<file path="src/rtl/rgb_expander.sv">
// -----------------------------------------------------------------------------
// rgb_expander
//
// Expands a packed low-depth RGB pixel ({R,G,B}, R in the MSBs) to OUT_BITS
// per channel, through a two-stage elastic (valid/ready) pipeline.
//
// Stage 1 captures the unpacked channels, the sync sideband and the expansion
// mode of the accepted pixel. Stage 2 captures the expanded result. Each stage
// advances whenever it is empty or the stage after it is draining, so the
// pipeline runs at one pixel per clock with a fixed two-cycle latency and
// never inserts a bubble while it stalls or recovers.
//
// Expansion modes (sampled together with each pixel):
//   00 replicate  : channel bits repeated MSB-first, truncated to OUT_BITS
//   01 zero-pad   : channel left-aligned, low bits zero
//   10 grayscale  : y = (77*R' + 150*G' + 29*B') >> 8 on replicated channels,
//                   driven onto all three outputs
//   11 reserved   : treated as replicate
//
// Ports:
//   clk        rising-edge clock
//   resetn     asynchronous active-low reset; flushes the pipeline
//   mode       expansion mode for the pixel presented this cycle
//   in_valid   in_pixel / in_sync are valid
//   in_ready   block accepts a pixel this cycle (combinational)
//   in_pixel   packed {R,G,B} input pixel
//   in_sync    {hsync, vsync, de} sideband travelling with the pixel
//   out_valid  out_rgb / out_sync are valid
//   out_ready  downstream accepts the output this cycle
//   out_rgb    expanded {R,G,B}, R in the MSBs
//   out_sync   sideband aligned with out_rgb
// -----------------------------------------------------------------------------
module rgb_expander #(
  parameter int R_BITS   = 3,
  parameter int G_BITS   = 3,
  parameter int B_BITS   = 2,
  parameter int OUT_BITS = 8
) (
  input  logic                             clk,
  input  logic                             resetn,
  input  logic [1:0]                       mode,
  input  logic                             in_valid,
  output logic                             in_ready,
  input  logic [R_BITS+G_BITS+B_BITS-1:0]  in_pixel,
  input  logic [2:0]                       in_sync,
  output logic                             out_valid,
  input  logic                             out_ready,
  output logic [3*OUT_BITS-1:0]            out_rgb,
  output logic [2:0]                       out_sync
);

  localparam int IN_W  = R_BITS + G_BITS + B_BITS;
  // Grayscale coefficients sum to 256, so the weighted sum needs 8 extra bits.
  localparam int SUM_W = OUT_BITS + 8;

  // Number of whole copies needed so replication covers OUT_BITS.
  localparam int R_REP = (OUT_BITS + R_BITS - 1) / R_BITS;
  localparam int G_REP = (OUT_BITS + G_BITS - 1) / G_BITS;
  localparam int B_REP = (OUT_BITS + B_BITS - 1) / B_BITS;

  typedef enum logic [1:0] {
    MODE_REPLICATE = 2'b00,
    MODE_ZERO_PAD  = 2'b01,
    MODE_GRAY      = 2'b10,
    MODE_RESERVED  = 2'b11
  } mode_e;

  // ---------------------------------------------------------------------------
  // Handshake / stage enables
  // ---------------------------------------------------------------------------
  logic v1, v2;
  logic en1, en2;

  assign en2      = !v2 || out_ready;
  assign en1      = !v1 || en2;
  assign in_ready = en1;

  // ---------------------------------------------------------------------------
  // Stage 1: unpacked channels, sideband and mode
  // ---------------------------------------------------------------------------
  logic [R_BITS-1:0] r1;
  logic [G_BITS-1:0] g1;
  logic [B_BITS-1:0] b1;
  logic [2:0]        sync1;
  mode_e             mode1;

  // NOTE: sequential state is written only with non-blocking assignments so
  // every register samples the values from before the clock edge.
  // NOTE: data registers are reset as well as the valid bits, so no stale pixel
  // data is visible on the outputs after reset.
  always_ff @(posedge clk or negedge resetn) begin
    if (!resetn) begin
      v1    <= 1'b0;
      r1    <= '0;
      g1    <= '0;
      b1    <= '0;
      sync1 <= '0;
      mode1 <= MODE_REPLICATE;
    end else if (en1) begin
      v1 <= in_valid;
      // Payload only moves on a real transfer; idle inputs are ignored.
      if (in_valid) begin
        r1    <= in_pixel[IN_W-1 -: R_BITS];
        g1    <= in_pixel[B_BITS +: G_BITS];
        b1    <= in_pixel[B_BITS-1:0];
        sync1 <= in_sync;
        mode1 <= mode_e'(mode);
      end
    end
  end

  // ---------------------------------------------------------------------------
  // Channel expansion (combinational, from stage 1)
  // ---------------------------------------------------------------------------
  logic [R_REP*R_BITS-1:0] r_wide;
  logic [G_REP*G_BITS-1:0] g_wide;
  logic [B_REP*B_BITS-1:0] b_wide;
  logic [OUT_BITS-1:0]     r_rep, g_rep, b_rep;
  logic [OUT_BITS-1:0]     r_zp, g_zp, b_zp;
  logic [SUM_W-1:0]        gray_sum;
  logic [OUT_BITS-1:0]     gray;

  // Replicate: concatenate enough copies, keep the top OUT_BITS.
  assign r_wide = {R_REP{r1}};
  assign g_wide = {G_REP{g1}};
  assign b_wide = {B_REP{b1}};
  assign r_rep  = OUT_BITS'(r_wide >> (R_REP*R_BITS - OUT_BITS));
  assign g_rep  = OUT_BITS'(g_wide >> (G_REP*G_BITS - OUT_BITS));
  assign b_rep  = OUT_BITS'(b_wide >> (B_REP*B_BITS - OUT_BITS));

  // Zero-pad: left-align; a zero shift when N == OUT_BITS passes it through.
  assign r_zp = OUT_BITS'(r1) << (OUT_BITS - R_BITS);
  assign g_zp = OUT_BITS'(g1) << (OUT_BITS - G_BITS);
  assign b_zp = OUT_BITS'(b1) << (OUT_BITS - B_BITS);

  // Luma on the replicated channels; the sum is wide enough never to wrap.
  assign gray_sum = SUM_W'(77)  * SUM_W'(r_rep)
                  + SUM_W'(150) * SUM_W'(g_rep)
                  + SUM_W'(29)  * SUM_W'(b_rep);
  assign gray     = OUT_BITS'(gray_sum >> 8);

  logic [3*OUT_BITS-1:0] rgb_exp;

  // NOTE: the output gets a default before the case so every path assigns it
  // and no latch is inferred.
  always_comb begin
    rgb_exp = {r_rep, g_rep, b_rep};
    case (mode1)
      MODE_ZERO_PAD: rgb_exp = {r_zp, g_zp, b_zp};
      MODE_GRAY:     rgb_exp = {gray, gray, gray};
      default:       rgb_exp = {r_rep, g_rep, b_rep};
    endcase
  end

  // ---------------------------------------------------------------------------
  // Stage 2: expanded result, held while downstream stalls
  // ---------------------------------------------------------------------------
  logic [3*OUT_BITS-1:0] rgb2;
  logic [2:0]            sync2;

  always_ff @(posedge clk or negedge resetn) begin
    if (!resetn) begin
      v2    <= 1'b0;
      rgb2  <= '0;
      sync2 <= '0;
    end else if (en2) begin
      v2 <= v1;
      if (v1) begin
        rgb2  <= rgb_exp;
        sync2 <= sync1;
      end
    end
  end

  assign out_valid = v2;
  assign out_rgb   = rgb2;
  assign out_sync  = sync2;

endmodule

</file>
<file path="config.mk">
export PLATFORM = sky130hd
export DESIGN_NAME = rgb_expander
export DESIGN_NICKNAME = d
export VERILOG_FILES = /design/src/rtl/rgb_expander.sv
export SDC_FILE = /design/constraint.sdc
export NUM_CORES = 1
export LEC_CHECK = 0
export CAP_MARGIN = 20
export CORE_MARGIN = 5
export CORE_UTILIZATION = 53
export CTS_CLUSTER_DIAMETER = 120
export DETAILED_ROUTE_END_ITERATION = 16
export PLACE_DENSITY = 0.78
export SLEW_MARGIN = 30
export SYNTH_ARGS = -nofsm -noshare
export SYNTH_HDL_FRONTEND = slang
export SYNTH_SLANG_ARGS = --single-unit
</file>
<file path="constraint.sdc">
create_clock -name clk -period 6.9 [get_ports clk]
set_clock_uncertainty 0.05 [all_clocks]
set_input_delay 1.38 -clock clk [delete_from_list [all_inputs] [get_ports clk]]
set_output_delay 1.38 -clock clk [all_outputs]
set_load 0.03 [all_outputs]
</file>
==> results.cfg, run 1 <==
[worst_hold_path]
min_to = out_sync[2]
min_path_type = reg -> reg
hold_depth = 2
worstHoldStart = sync1[2]

[timing]
drv_slew = 0
tns_ps = 0
finalSetupViolCount = 0
slew_headroom = 0.4161
grt_setup_unrepaired = false
hold_viol_final = 0
timing.fmax_ghz = 0.1513
worst_pin_slew_ps = 873.7
post-route-min-period_ps = 6609
fin_crit_sh = 0.9579

[drt]
post_drt_via_cell_ratio = 5.551
wl_per_cell_um = 16.87
drc = 0
vias = 3386
drt_iter0_markers = 121
dr.pass1.iters = 4
wl_um = 10290
ant_nets = 0

[grt]
grt_pass1_vias = 3718
grt_pass1_wl_um = 17650
gr-total-overflow = 0
antenna_found_initial = 0
grt_max_degree = 43
grt_usage = 0.2151

[cts]
cts_tree = built
clock-sinks = 42
clk_path_buf_depth = 2
path_clk_slew_ps = 80
cts_made_buffers = 5
clk_latency_ps = 300
cts-root-buf = clkbuf_8
h-tree-depth = 2

[placed_design]
io_buffers = 45
place_hpwl_um = 8048
place.gp.congestion = 0.9599

[synth]
synth_nets = 588
ys_types = 51
syn_area_mm2 = 0.004473
avgSynthCellArea_um2 = 9.724
synth_ff_type = dfrtp_1
ys_seq_area_frac = 0.2350
yosysWarnings = 0
synthesis.instances = 460
async_flop_share = 1.000
synth_edf_count = 0
synth-seq-cells = 42

[layout]
nNetsFinal = 632
area_delta_synth_final_pct = 16.62
final_util = 0.6348
final_common_cell = inv_1
multi_input_area_mm2 = 0.003142
antennaDiodeCount = 0
regArea_mm2 = 0.001052
mostFrequentLayoutCells = inv_1, ha_1, clkdlybuf4s50_1, dfrtp_1
filler_cell_count = 673
drive_gt1_frac = 0.09307

[die]
die-area_mm2 = 0.01038
die_h_um = 101.9
die_x_um = 101.9
core-area_mm2 = 0.008217
io_pins = 46
initial_core_util = 0.5444
rows = 33

[setup_path]
cp-end-kind = flip-flop
setup.worst_path.start_class = flip-flop
cp_max_fo = 7
cp_data_required_time_ps = 6990
reg2reg_depth = 22
reg2reg_from = g1[1]
reg2reg_slack_ps = 290
criticalPathCategory = reg -> reg
cp.arrival_ps = 6700
timing.rr.end = out_rgb[19]

[job]
max-cap-violations = 0

[status]
run_status = completed
worst max-delay path by stage:
stage	end	depth (start not counted)	start	slack (ps)
after detailed placement	out_rgb[15]	22	g1[2]	120
after CTS	out_rgb[15]	22	g1[2]	80
after floorplan	out_rgb[15]	23	g1[1]	350
after global routing	out_rgb[4]	23	g1[2]	0.9
final	out_rgb[19]	22	g1[1]	290
after global placement	out_rgb[15]	22	g1[2]	280
what timing repair did:
action / 4_1_cts / 5_1_grt
buffers inserted: 0 / 1
endpoints found under the setup margin: 0 / 16
resized for setup: 0 / 11
hold buffers: 0 / 0
worst max-delay path: stages, from the launching register on:
cell and delay (ps):
dfrtp_1 380, inv_1 170, ha_4 260, xor2_2 190, fa_1 500, fa_1 520
inv_1 40, ha_1 340, nand4b_1 120, o21ai_0 290, xnor2_1 170, ha_1 270
fa_1 510, inv_1 50, fa_1 480, fa_1 430, inv_1 60, ha_2 320
a2111oi_4 390, o211a_1 190, and3b_4 220, a31oi_1 340, o211ai_1 160
cells by family (layout without fill, tap and decap cells):
| group | Yosys count | count (layout) | share of synthesized area |
|---|---|---|---|
| fa+ha+maj | 111 | 111 | 0.3709 |
| xor+xnor | 27 | 27 | 0.05287 |
| buf+inv | 93 | 138 | 0.07832 |
| compound gates | 68 | 68 | 0.1091 |
| simple gates | 104 | 104 | 0.1166 |
| flops | 42 | 42 | 0.2350 |
| mux | 15 | 15 | 0.03720 |
area by class of cell:
class	count	share of cell area
Multi-Input combinational cell	325	0.6023
Sequential cell	42	0.2017
Clock inverter	3	0.007676
Clock buffer	5	0.01319
Inverter	81	0.05829
Tap cell	105	0.02519
Timing Repair Buffer	49	0.09163
per-stage QoR:
step / std cells / instance area, µm² / hold WS [ps] / worst slack [ps]
global route: 610 / 5216 / 454.1 / 0.9486
CTS: 609 / 5137 / 422.6 / 78.60
floorplan: 460 / 4473 / 383.1 / 347.8
global placement: 601 / 5026 / 394.3 / 283.0
detailed placement: 601 / 5029 / 404.0 / 119.0
finish: 610 / 5216 / 420.2 / 290.8
synthesized netlist by cell type (all sizes together) (4+ instances only):
cell type / n / share of area
xnor2: 12 / 0.023
xor2: 15 / 0.029
nand3: 22 / 0.025
dfrtp: 42 / 0.23
or2: 4 / 0.0056
o211ai: 11 / 0.018
a221o: 5 / 0.011
fa: 36 / 0.16
a21o: 7 / 0.012
nand2: 36 / 0.030
ha: 75 / 0.21
inv: 81 / 0.068
nand2b: 5 / 0.0070
a21oi: 15 / 0.017
clkbuf: 10 / 0.0087
mux2: 13 / 0.033
o21ai: 12 / 0.014
nor2: 13 / 0.011
metal layers:
layer	routed length (µm)	up-vias	global-route usage	part of all wire
met3	512	24	0.02799	0.050
li1	-	1610	-	-
met5	0	-	0	0
met2	5128	108	0.3773	0.50
met1	4282	1644	0.2697	0.42
met4	364	0	0.08577	0.035
state kept, by name, summed over array words and instances, names as in the netlist:
name and cells:
mode1 2, sync1 3, r1 3, b1 2, g1 3, out_valid 1
v1 1, out_sync 3, out_rgb 24
Power of run 1 is left out: the tool's default activity adds up to more than one toggle a clock period on the data nets, which glitch-free logic cannot reach.
==> run 2, diff against run 1 <==
--- a/config.mk
+++ b/config.mk
@@ -6,11 +6,13 @@
 export NUM_CORES = 1
 export LEC_CHECK = 0
 export CAP_MARGIN = 20
+export CORE_ASPECT_RATIO = 1.1
 export CORE_MARGIN = 5
-export CORE_UTILIZATION = 53
+export CORE_UTILIZATION = 59
 export CTS_CLUSTER_DIAMETER = 120
 export DETAILED_ROUTE_END_ITERATION = 16
-export PLACE_DENSITY = 0.78
+export PLACE_DENSITY = 0.82
+export SETUP_SLACK_MARGIN = 0.4
 export SLEW_MARGIN = 30
 export SYNTH_ARGS = -nofsm -noshare
 export SYNTH_HDL_FRONTEND = slang
==> constraint.sdc (replaced) <==
create_clock -name clk -period 6.4 [get_ports clk]
set_clock_uncertainty 0.05 [all_clocks]
set_input_delay 1.28 -clock clk [delete_from_list [all_inputs] [get_ports clk]]
set_output_delay 1.28 -clock clk [all_outputs]
set_load 0.03 [all_outputs]
==> run 2 against run 1 <==
Against the previous run: setup slack improved by 0.96 ps; global-route usage is 2.9 points higher; flip-flop and latch count stayed put; critical endpoint is now out_rgb[12].
==> results.cfg, run 2 (synthesized netlist as in run 1, its figures left out) <==
[layout]
final_common_cell = inv_1
area_delta_synth_final_pct = 23.66
fin_cells = 609
mostFrequentLayoutCells = inv_1, ha_1, clkdlybuf4s50_1, dfrtp_1, nand2_1
antennaDiodeCount = 0
largest_reg_flops = 24
drive_gt1_frac = 0.1839
filler_cell_count = 505
nNetsFinal = 649
fin_area_mm2 = 0.005532

[setup_path]
crit_top_cell = fa_1
criticalPathCategory = reg -> reg
setup.worst_path.start_class = flip-flop
reg2reg_from = g1[2]
worst_path_max_delay_cell = fa_1
cp.arrival_ps = 6240
path_cells = ha_4 > xor2_2 > fa_1 > fa_1 > inv_2 > ha_4 > xor2_2 > fa_1 > fa_1 > inv_1 > fa_1 > fa_1 > inv_2 > ha_4 > a21o_1 > a21o_1 > a41o_1 > a31oi_1 > xnor2_1 > a221o_1
cp_data_required_time_ps = 6540
reg2reg_slack_ps = 290
cp_max_fo = 5
cp-startpoint = g1[2]
crit_path_max_incr_delay_ps = 530
cp-end-kind = flip-flop

[placed_design]
io_buffers = 45
place.gp.congestion = 0.9638
place_hpwl_um = 8450
dpl_cell_area_mm2 = 0.005147
placed_cells = 585

[timing]
worst_pin_slew_ps = 887.1
fin_crit_sh = 0.9544
slew_headroom = 0.4071
grt_setup_unrepaired = true
tns_ps = 0
hold_viol_final = 0
finalSetupViolCount = 0
timing.fmax_ghz = 0.1637
drv_slew = 0
post-route-min-period_ps = 6108

[die]
die_x_um = 93.02
rows = 33
die_h_um = 101.3
initial_core_util = 0.6019
io_pins = 46
core-area_mm2 = 0.007432
die-area_mm2 = 0.009425

[drt]
ant_nets = 0
drt_iter0_markers = 153
dr.pass1.iters = 4
vias = 3525
post_drt_via_cell_ratio = 5.788
drc = 0
wl_per_cell_um = 18.49
wl_um = 11260

[grt]
grt_pass1_vias = 3723
grt_max_degree = 43
gr-total-overflow = 0
grt_pass1_wl_um = 18060
grt_usage = 0.2444
antenna_found_initial = 0

[worst_hold_path]
min_path_type = reg -> reg
worstHoldStart = sync1[1]

[cts]
cts-root-buf = clkbuf_8
h-tree-depth = 2
cts_made_buffers = 5
clk_path_buf_depth = 2
clock-sinks = 42
clk_latency_ps = 290
path_clk_slew_ps = 90
cts_tree = built
hold_buffers = 0

[job]
max-cap-violations = 0

[status]
run_status = completed
-- run 2: cell count changes in the layout (fill, tap and decap cells not counted), sizes merged --
| cell | change |
|---|---|
| buf | +17 |
| clkinv | -1 |
| clkbuf | +1 |
| bufinv | -1 |
| clkinvlp | +1 |
-- run 2: through the flow --
stage | hold slack [ps] | utilization | setup WS [ps]
after floorplan | 383.1 | - | 416.4
after global placement | 394.7 | 0.6926 | 149.9
after detailed placement | 406.6 | 0.6926 | 30.66
after CTS | 427.3 | 0.7279 | 309.4
after global routing | 453.1 | 0.7443 | 104.9
final | 429.0 | 0.7443 | 291.7
-- run 2: final timing paths --
check,end,cells past startpoint
max in group asynchronous,g1[1],1
hold reg to reg,out_sync[1],2
min in group asynchronous,out_rgb[0],1
hold / removal,out_sync[1],2
setup reg to reg,out_rgb[12],20
setup / recovery,out_rgb[12],20
-- run 2: layout make-up --
cell class / count / area [µm²] / area share
Sequential cell: 42 / 1055 / 0.1907
Clock inverter: 2 / 12.51 / 0.002262
Multi-Input combinational cell: 325 / 3348 / 0.6053
Inverter: 81 / 306.5 / 0.05542
Timing Repair Buffer: 66 / 618.1 / 0.1117
Clock buffer: 6 / 82.58 / 0.01493
Tap cell: 87 / 108.9 / 0.01968
-- run 2: routing by layer --
| metal | track usage | vias to the layer above | routed length, µm | share of wire |
|---|---|---|---|---|
| met1 | 0.2883 | 1740 | 4345 | 0.39 |
| met2 | 0.4482 | 115 | 5956 | 0.53 |
| met5 | 0 | - | 0 | 0 |
| met3 | 0.02675 | 30 | 523 | 0.046 |
| met4 | 0.1094 | 0 | 435 | 0.039 |
| li1 | - | 1640 | - | - |
-- run 2: critical path, delay by kind of cell (launching register included) --
family / cells / cell delay (ps)
AO/OA/AOI/OAI: 5 / 1120
XOR/XNOR: 3 / 440
adder cells (fa/ha/maj): 9 / 3750
buffers and inverters: 3 / 160
flip-flops: 1 / 470
-- run 2: repair_timing --
action / CTS / global route
buffers inserted: 12 / 4
resized for setup: 19 / 17
endpoints found under the setup margin: 21 / 21
pin swaps: 28 / 12
hold endpoints to repair: 0 / 0
Power of run 2 is left out for the same reason.
==> run 3, diff against run 2 <==
==> constraint.sdc (replaced) <==
create_clock -name clk -period 5.8 [get_ports clk]
set_clock_uncertainty 0.05 [all_clocks]
set_input_delay 1.16 -clock clk [delete_from_list [all_inputs] [get_ports clk]]
set_output_delay 1.16 -clock clk [all_outputs]
set_load 0.03 [all_outputs]
==> run 3 against run 2 <==
Against the previous run: final cell count grew 3.3%; the flow now finishes with violations (negative setup slack); design area grew 3.6%; critical endpoint is now out_rgb[19]; wire length grew 3.5%; register-to-register slack lost 590 ps; count of clock-buffer cells in the layout is the same.
==> results.cfg, run 3 (synthesized netlist as in run 1, its figures left out) <==
[timing]
fin_crit_sh = 1.051
post-route-min-period_ps = 6094
tns_ps = -4254
drv_slew = 0
finalSetupViolCount = 18
worst_pin_slew_ps = 912.0
setup_slack_ps = -294.3
slew_headroom = 0.3905
grt_setup_unrepaired = true
timing.hold.ws_ps = 432.8
hold_viol_final = 0
timing.fmax_ghz = 0.1641

[setup_path]
setup.worst_path.start_class = flip-flop
cp.arrival_ps = 6180
cp_data_required_time_ps = 5890
reg2reg_from = g1[1]
criticalPathCategory = reg -> reg
cp-end-kind = flip-flop
reg2reg_depth = 23
reg2reg_slack_ps = -290
cp_max_fo = 4
timing.rr.end = out_rgb[19]

[drt]
post_drt_via_cell_ratio = 5.771
drt_iter0_markers = 157
wl_um = 11650
vias = 3630
dr.pass1.iters = 5
wl_per_cell_um = 18.53
ant_nets = 0
drc = 0

[worst_hold_path]
min_path_type = reg -> reg
worstHoldStart = sync1[1]
hold_depth = 2
min_to = out_sync[1]

[placed_design]
dpl_cell_area_mm2 = 0.005401
place_hpwl_um = 8890
io_buffers = 45
place.gp.congestion = 1.002

[layout]
filler_cell_count = 460
regArea_mm2 = 0.001055
drive_gt1_frac = 0.2085
largest_reg_flops = 24
mostFrequentLayoutCells = inv_1, ha_1, clkdlybuf4s50_1, buf_4, dfrtp_1
nNetsFinal = 669
final_common_cell = inv_1
fin_area_mm2 = 0.005728
area_delta_synth_final_pct = 28.06
multi_input_area_mm2 = 0.003349
antennaDiodeCount = 0

[die]
rows = 33
initial_core_util = 0.6019
core-area_mm2 = 0.007432
die_h_um = 101.3
die-area_mm2 = 0.009425
die_x_um = 93.02
io_pins = 46

[job]
max-cap-violations = 0

[grt]
antenna_found_initial = 0
grt_max_degree = 43
grt_usage = 0.2645
grt_pass1_vias = 4069
grt_pass1_wl_um = 19400
gr-total-overflow = 0

[status]
run_status = finished, violations left
violations = negative setup slack

[cts]
path_clk_slew_ps = 80
cts-root-buf = clkbuf_8
clk_latency_ps = 290
hold_buffers = 0
clk_path_buf_depth = 2
h-tree-depth = 2
cts_tree = built
cts_made_buffers = 5
clock-sinks = 42
==> run 3: timing repair <==
action	in CTS	in global routing
buffers inserted	7	0
pin swaps	24	4
resized for setup	20	10
endpoints found under the setup margin	24	24
gates cloned	0	0
==> run 3: per-layer routing <==
| metal | vias up | share of wire | global-route usage |
|---|---|---|---|
| li1 | 1691 | - | - |
| met1 | 1762 | 0.38 | 0.3090 |
| met2 | 136 | 0.53 | 0.4842 |
| met3 | 41 | 0.052 | 0.04309 |
| met4 | 0 | 0.039 | 0.1060 |
| met5 | - | 0 | 0 |
==> run 3: critical path, cell delays in order, from the launching register on <==
cell and delay [ps]:
dfrtp_2 450, inv_4 80, ha_4 210, xor2_2 180, fa_1 470, fa_1 540, inv_2 50, ha_4 290
nand4b_1 110, o21ai_2 160, xnor2_1 140, ha_1 270, fa_1 510, inv_2 50, fa_2 330, fa_1 500
inv_2 50, ha_4 230, a2111oi_4 370, o211a_1 190, and3b_4 220, buf_4 160, a31oi_4 180, o211ai_1 130
==> run 3: how the worst max path moves through the flow <==
| stage | startpoint | to | slack (ps) | cells past startpoint |
|---|---|---|---|---|
| 2_1_floorplan | g1[1] | out_rgb[4] | -130 | 21 |
| 3_3_place_gp | g1[2] | out_rgb[6] | -220 | 20 |
| 3_5_place_dp | g1[2] | out_rgb[15] | -400 | 22 |
| 4_1_cts | g1[1] | out_rgb[6] | -310 | 23 |
| 5_1_grt | g1[1] | out_rgb[20] | -480 | 21 |
| 6_report | g1[1] | out_rgb[19] | -290 | 23 |
==> run 3: layout make-up <==
| type | count | area share |
|---|---|---|
| Multi-Input combinational cell | 325 | 0.5848 |
| Sequential cell | 42 | 0.1841 |
| Timing Repair Buffer | 86 | 0.1332 |
| Inverter | 81 | 0.05395 |
| Tap cell | 87 | 0.01900 |
| Clock buffer | 6 | 0.01442 |
| Clock inverter | 2 | 0.01048 |
==> run 3: through the flow <==
step           setup slack (ps)  cells  utilization
6_report                 -294.3    629       0.7707
3_5_place_dp             -397.0    614       0.7268
3_3_place_gp             -222.6    614       0.7264
2_1_floorplan            -130.2    460            -
5_1_grt                  -478.0    629       0.7707
4_1_cts                  -306.1    629       0.7643
Power of run 3 is left out for the same reason.
